File: config.mk
export PLATFORM = sky130hd
export DESIGN_NAME = jtag_tap_ctrl
export DESIGN_NICKNAME = d
export VERILOG_FILES = /design/src/rtl/jtag_tap_pkg.sv /design/src/rtl/jtag_tap_fsm.sv /design/src/rtl/jtag_tap_ctrl.sv
export SDC_FILE = /design/constraint.sdc
export NUM_CORES = 1
export LEC_CHECK = 0
export ABC_AREA = 1
export BUFFER_PORTS_ARGS = -buffer_cell sky130_fd_sc_hd__buf_2
export CAP_MARGIN = 20
export CORE_UTILIZATION = 50
export DETAILED_ROUTE_END_ITERATION = 8
export PLACE_DENSITY = 0.73
export SETUP_SLACK_MARGIN = 0.4
export SYNTH_ARGS = -nofsm -noshare
export SYNTH_HDL_FRONTEND = slang
export SYNTH_SLANG_ARGS = --single-unit
File: constraint.sdc
create_clock -name CK -period 3.1 [get_ports CK]
set_input_delay 0.155 -clock CK [delete_from_list [all_inputs] [get_ports CK]]
set_output_delay 0.155 -clock CK [all_outputs]
set_load 0.02 [all_outputs]
File: src/rtl/jtag_tap_pkg.sv
// Shared TAP types: controller state encoding, opcodes, register widths and decode bundle.
// The JTAG_IDCODE_EN macro enables the ID register and IDCODE opcode in jtag_tap_ctrl.
package jtag_tap_pkg;

  localparam int unsigned IR_W = 4;
  localparam int unsigned ID_W = 32;

  typedef enum logic [3:0] {
    ST_TLR, ST_RTI,
    ST_SEL_DR, ST_CAP_DR, ST_SH_DR, ST_EX1_DR, ST_PAU_DR, ST_EX2_DR, ST_UPD_DR,
    ST_SEL_IR, ST_CAP_IR, ST_SH_IR, ST_EX1_IR, ST_PAU_IR, ST_EX2_IR, ST_UPD_IR
  } tap_state_e;

  localparam logic [IR_W-1:0] OP_EXTEST  = 4'b0000;
  localparam logic [IR_W-1:0] OP_SAMPLE  = 4'b0001;
  localparam logic [IR_W-1:0] OP_IDCODE  = 4'b0010;
  localparam logic [IR_W-1:0] OP_BYPASS  = 4'b1111;
  localparam logic [IR_W-1:0] IR_CAPTURE = 4'b0001;

  typedef enum logic [1:0] {DR_BSR, DR_BYPASS, DR_ID} dr_sel_e;

  // Per-cycle state decode handed from the FSM to the datapath.
  typedef struct packed {
    logic tlr_next;
    logic capture_ir;
    logic shift_ir;
    logic update_ir;
    logic capture_dr;
    logic shift_dr;
    logic update_dr;
  } tap_dec_t;

endpackage

File: src/rtl/jtag_tap_fsm.sv
// 16-state IEEE 1149.1 TAP controller; exports a decode of the registered state.
module jtag_tap_fsm
  import jtag_tap_pkg::*;
(
  input  logic     CK,
  input  logic     RST,
  input  logic     TMS,
  output tap_dec_t dec_c
);

  tap_state_e state;
  tap_state_e state_nxt;

  always_ff @(posedge CK) begin
    if (RST) state <= ST_TLR;
    else     state <= state_nxt;
  end

  always_comb begin
    state_nxt = state;
    case (state)
      ST_TLR:    state_nxt = TMS ? ST_TLR    : ST_RTI;
      ST_RTI:    state_nxt = TMS ? ST_SEL_DR : ST_RTI;
      ST_SEL_DR: state_nxt = TMS ? ST_SEL_IR : ST_CAP_DR;
      ST_CAP_DR: state_nxt = TMS ? ST_EX1_DR : ST_SH_DR;
      ST_SH_DR:  state_nxt = TMS ? ST_EX1_DR : ST_SH_DR;
      ST_EX1_DR: state_nxt = TMS ? ST_UPD_DR : ST_PAU_DR;
      ST_PAU_DR: state_nxt = TMS ? ST_EX2_DR : ST_PAU_DR;
      ST_EX2_DR: state_nxt = TMS ? ST_UPD_DR : ST_SH_DR;
      ST_UPD_DR: state_nxt = TMS ? ST_SEL_DR : ST_RTI;
      ST_SEL_IR: state_nxt = TMS ? ST_TLR    : ST_CAP_IR;
      ST_CAP_IR: state_nxt = TMS ? ST_EX1_IR : ST_SH_IR;
      ST_SH_IR:  state_nxt = TMS ? ST_EX1_IR : ST_SH_IR;
      ST_EX1_IR: state_nxt = TMS ? ST_UPD_IR : ST_PAU_IR;
      ST_PAU_IR: state_nxt = TMS ? ST_EX2_IR : ST_PAU_IR;
      ST_EX2_IR: state_nxt = TMS ? ST_UPD_IR : ST_SH_IR;
      ST_UPD_IR: state_nxt = TMS ? ST_SEL_DR : ST_RTI;
      default:   state_nxt = ST_TLR;
    endcase
  end

  // tlr_next lets the IR reset coincide with entry into Test-Logic-Reset.
  always_comb begin
    dec_c            = '0;
    dec_c.tlr_next   = (state_nxt == ST_TLR);
    dec_c.capture_ir = (state == ST_CAP_IR);
    dec_c.shift_ir   = (state == ST_SH_IR);
    dec_c.update_ir  = (state == ST_UPD_IR);
    dec_c.capture_dr = (state == ST_CAP_DR);
    dec_c.shift_dr   = (state == ST_SH_DR);
    dec_c.update_dr  = (state == ST_UPD_DR);
  end

endmodule

File: src/rtl/jtag_tap_ctrl.sv
// JTAG TAP top: instruction register, bypass/ID data registers and BSR control decode.
// Define JTAG_IDCODE_EN to build the 32-bit ID register and the IDCODE instruction.
module jtag_tap_ctrl
  import jtag_tap_pkg::*;
#(
  parameter logic [ID_W-1:0] IDCODE_VALUE = 32'h1234_5001
) (
  input  logic            CK,
  input  logic            RST,
  input  logic            TMS,
  input  logic            TDI,
  input  logic            TDO_BSR,
  output logic            TDO,
  output logic            TDO_EN,
  output logic            clockdr,
  output logic            shiftdr,
  output logic            updatedr,
  output logic            bs_en,
  output logic [IR_W-1:0] ir_out
);

`ifdef JTAG_IDCODE_EN
  localparam logic [IR_W-1:0] IR_TLR = OP_IDCODE;
`else
  localparam logic [IR_W-1:0] IR_TLR = OP_BYPASS;
`endif

  tap_dec_t        dec_c;
  logic [IR_W-1:0] ir_sr;
  logic            bypass_bit;
  logic            id_tdo_c;
  dr_sel_e         dr_sel_c;
  logic            bsr_sel_c;

  jtag_tap_fsm u_fsm (
    .CK    (CK),
    .RST   (RST),
    .TMS   (TMS),
    .dec_c (dec_c)
  );

  // IR shift stage: captures the fixed pattern, shifts LSB-first toward TDO.
  always_ff @(posedge CK) begin
    if (RST || dec_c.capture_ir) ir_sr <= IR_CAPTURE;
    else if (dec_c.shift_ir)     ir_sr <= {TDI, ir_sr[IR_W-1:1]};
  end

  always_ff @(posedge CK) begin
    if (RST || dec_c.tlr_next) ir_out <= IR_TLR;
    else if (dec_c.update_ir)  ir_out <= ir_sr;
  end

  always_comb begin
    dr_sel_c = DR_BYPASS;
    case (ir_out)
      OP_EXTEST, OP_SAMPLE: dr_sel_c = DR_BSR;
`ifdef JTAG_IDCODE_EN
      OP_IDCODE:            dr_sel_c = DR_ID;
`endif
      OP_BYPASS:            dr_sel_c = DR_BYPASS;
      default:              dr_sel_c = DR_BYPASS;
    endcase
  end

  assign bsr_sel_c = (dr_sel_c == DR_BSR);

  always_ff @(posedge CK) begin
    if (RST || dec_c.capture_dr) bypass_bit <= 1'b0;
    else if (dec_c.shift_dr)     bypass_bit <= TDI;
  end

`ifdef JTAG_IDCODE_EN
  logic [ID_W-1:0] id_sr;

  always_ff @(posedge CK) begin
    if (RST || dec_c.capture_dr)                  id_sr <= IDCODE_VALUE;
    else if (dec_c.shift_dr && dr_sel_c == DR_ID) id_sr <= {TDI, id_sr[ID_W-1:1]};
  end

  assign id_tdo_c = id_sr[0];
`else
  wire [ID_W-1:0] unused_idcode = IDCODE_VALUE;
  assign id_tdo_c = 1'b0;
`endif

  // All control outputs derive from the registered TAP state, never from TMS.
  always_comb begin
    TDO      = 1'b0;
    TDO_EN   = dec_c.shift_ir | dec_c.shift_dr;
    clockdr  = bsr_sel_c & (dec_c.capture_dr | dec_c.shift_dr);
    shiftdr  = dec_c.shift_dr;
    updatedr = bsr_sel_c & dec_c.update_dr;
    bs_en    = (ir_out == OP_EXTEST);
    if (dec_c.shift_ir) begin
      TDO = ir_sr[0];
    end else if (dec_c.shift_dr) begin
      case (dr_sel_c)
        DR_BSR:    TDO = TDO_BSR;
        DR_BYPASS: TDO = bypass_bit;
        DR_ID:     TDO = id_tdo_c;
        default:   TDO = 1'b0;
      endcase
    end
  end

endmodule

==> flow_summary.ini <==
[sta]
slew_viol_final = 0
setup_violations = 0
hold_viol = 0
relSlewSlack = 0.788
fin_tns_setup_ps = 0
period_minus_slack_ps = 1770
fin_skew_ps = 0.795
rsz0062_at_grt = no
fin_crit_sh = 0.570
timing.fmax_ghz = 0.566
worst_pin_slew_ps = 318
whs_ps = 91.0

[cells_and_area]
num_antenna_cells = 0
fin_cells = 165
area_growth_syn_to_layout_pct = 13.2
final_nets = 155
drive_above_1_share = 0.275

[worst_setup_path]
cpMaxStageDelayCell = dfxtp_1
critPathRequiredTime_ps = 2940
cp-start-kind = flop
worstPathArrival_ps = 1610
reg2reg_depth = 9
critical_path_cell_count = 5
crit_fanout = 8
crit_family = flip-flops
end_kind = primary output
crit_type = reg -> out
critPathBufInv = 2
slowest_delay_ps = 510
crit_chain = nand2_2, nor2_2, inv_2, o22ai_1, buf_2

[clock_tree]
clkSinkCount = 13
clk_latency_ps = 280
cts_tree = yes
postCtsHoldBufs = 0
cts.clk_slew.worst_paths_ps = 80
cts_buffers = 3
h-tree-depth = 1
cts_resized = 0
cts-root-buf = clkbuf_4
cts_setup_buffers = 0
cts_buffer_depth = 2

[floorplanning]
fp.dieH_um = 42.2
core-area_um2 = 1510
start_util = 0.537
row_count = 14
dieArea_um2 = 1780
die_x_um = 42.2
io-pin-count = 15

[synth]
avgSynthCellArea_um2 = 6.08
synth_top_area_cell = dfxtp_1
ys_seq_elements = 13
synth_warnings = 0
syn-num-nets = 138
yosysSeqAreaShare = 0.322
syn_area_um2 = 808
netlist.area_leader.share = 0.322
synthCells = 133
synth.area.top_cells = dfxtp_1 32%, nand2_1 20%, nor2_2 7.7%
ys_types = 16

[routing]
wire_per_inst_um = 11.0
route.detailed.drc = 0
ant_nets = 0
avgViaCountPerCell = 5.18
wirelength_um = 1820
vias = 855
drt_iter0_drc = 34
drt_first_pass_iters = 4

[power]
vdd_drop_max_mv = 0.299
power_density_nw_per_um2 = 368
leakagePower_nw = 0.493
power.total_uw = 336

[placed_design]
hpwl_um = 1440
numPortBuffers = 14
dpl.cell_count = 161
finalWeightedCongestion = 0.907

[global_routing]
antenna_found_initial = 0
grt_pass1_vias = 793
overflow = 0
grt_pass1_wl_um = 3180
track_usage = 0.234
grt_max_degree = 9

[flow_run]
drv_cap = 0

[hold_path]
hold_class = in -> reg
min_path_cells = 2

[status]
status = complete, no violations
-- cells in the final DEF (no fill, tap or decap) --
| cell | n |
|---|---|
| dfxtp_1 | 13 |
| o22ai_1 | 1 |
| buf_2 | 14 |
| inv_2 | 7 |
| mux2i_1 | 2 |
| o211ai_1 | 1 |
| nand2_2 | 5 |
| a21oi_1 | 9 |
| clkbuf_1 | 1 |
| o21ai_0 | 3 |
| nand3_2 | 1 |
| nand2_1 | 43 |
| nor2_2 | 10 |
| nor2_1 | 16 |
| nand3_1 | 8 |
| clkbuf_4 | 3 |
| nor2_4 | 1 |
| inv_1 | 11 |
-- per-layer routing --
layer | wire, um | track usage
met5 | 0 | 0
met3 | 112 | 0.0517
met2 | 783 | 0.345
met4 | 35 | 0.131
met1 | 890 | 0.314
-- power by group --
part | internal [mW] | switching (mW)
logic | 0.0177 | 0.0346
clock network | 0.0500 | 0.0564
registers | 0.170 | 0.00746
-- worst paths after layout --
path | slack (ps) | end | from
worst max-delay path | 1330 | TDO | u_fsm.state[0]
worst min-delay path | 90 | u_fsm.state[3] | RST
worst min register to register | 490 | bypass_bit | bypass_bit
worst max register to register | 1680 | ir_out[0] | u_fsm.state[0]
-- kinds of logic after synthesis --
logic type             count (synthesis)  share of synthesized area
AOI/OAI and AO/OA                     14                     0.0913
and+or+nand+nor                       84                      0.466
DFF                                   13                      0.322
buffers and inverters                 20                     0.0960
muxes                                  2                     0.0248
-- cell usage after synthesis --
library cell  number
dfxtp_1           13
inv_2              7
buf_2              2
nor2_4             1
nand3_2            1
inv_1             11
nand2_1           43
nand3_1            8
nor2_1            16
o21ai_0            3
mux2i_1            2
nand2_2            5
a21oi_1            9
nor2_2            10
o22ai_1            1
o211ai_1           1
-- state kept, by name, summed over array words and instances, names as in the netlist --
signal	flops
u_fsm.state	4
ir_sr	4
ir_out	4
bypass_bit	1
-- worst register-to-register path, delay by kind of cell (launching register included) --
kind,cells,cell delay (ps)
flip-flops,1,510
buffers and inverters,1,100
AND/OR/NAND/NOR,8,690
-- through the flow --
stage / instance area, um2 / util / worst slack, ps
final: 915 / 0.607 / 1330
after global routing: 915 / 0.607 / 1190
after CTS: 915 / 0.607 / 1330
after detailed placement: 888 / 0.590 / 1640
after global placement: 888 / 0.590 / 1660
after floorplan: 808 / - / 1580
-- area by class of cell --
type | instances | area (um2)
fillers | 151 | 592
well taps | 16 | 20.0
inverters | 18 | 67.6
clock buffers | 4 | 26.3
multi-input cells | 100 | 470
repair buffers | 14 | 70.1
flip-flops and latches | 13 | 260
Note: power is estimated with default switching activity, not from simulation.
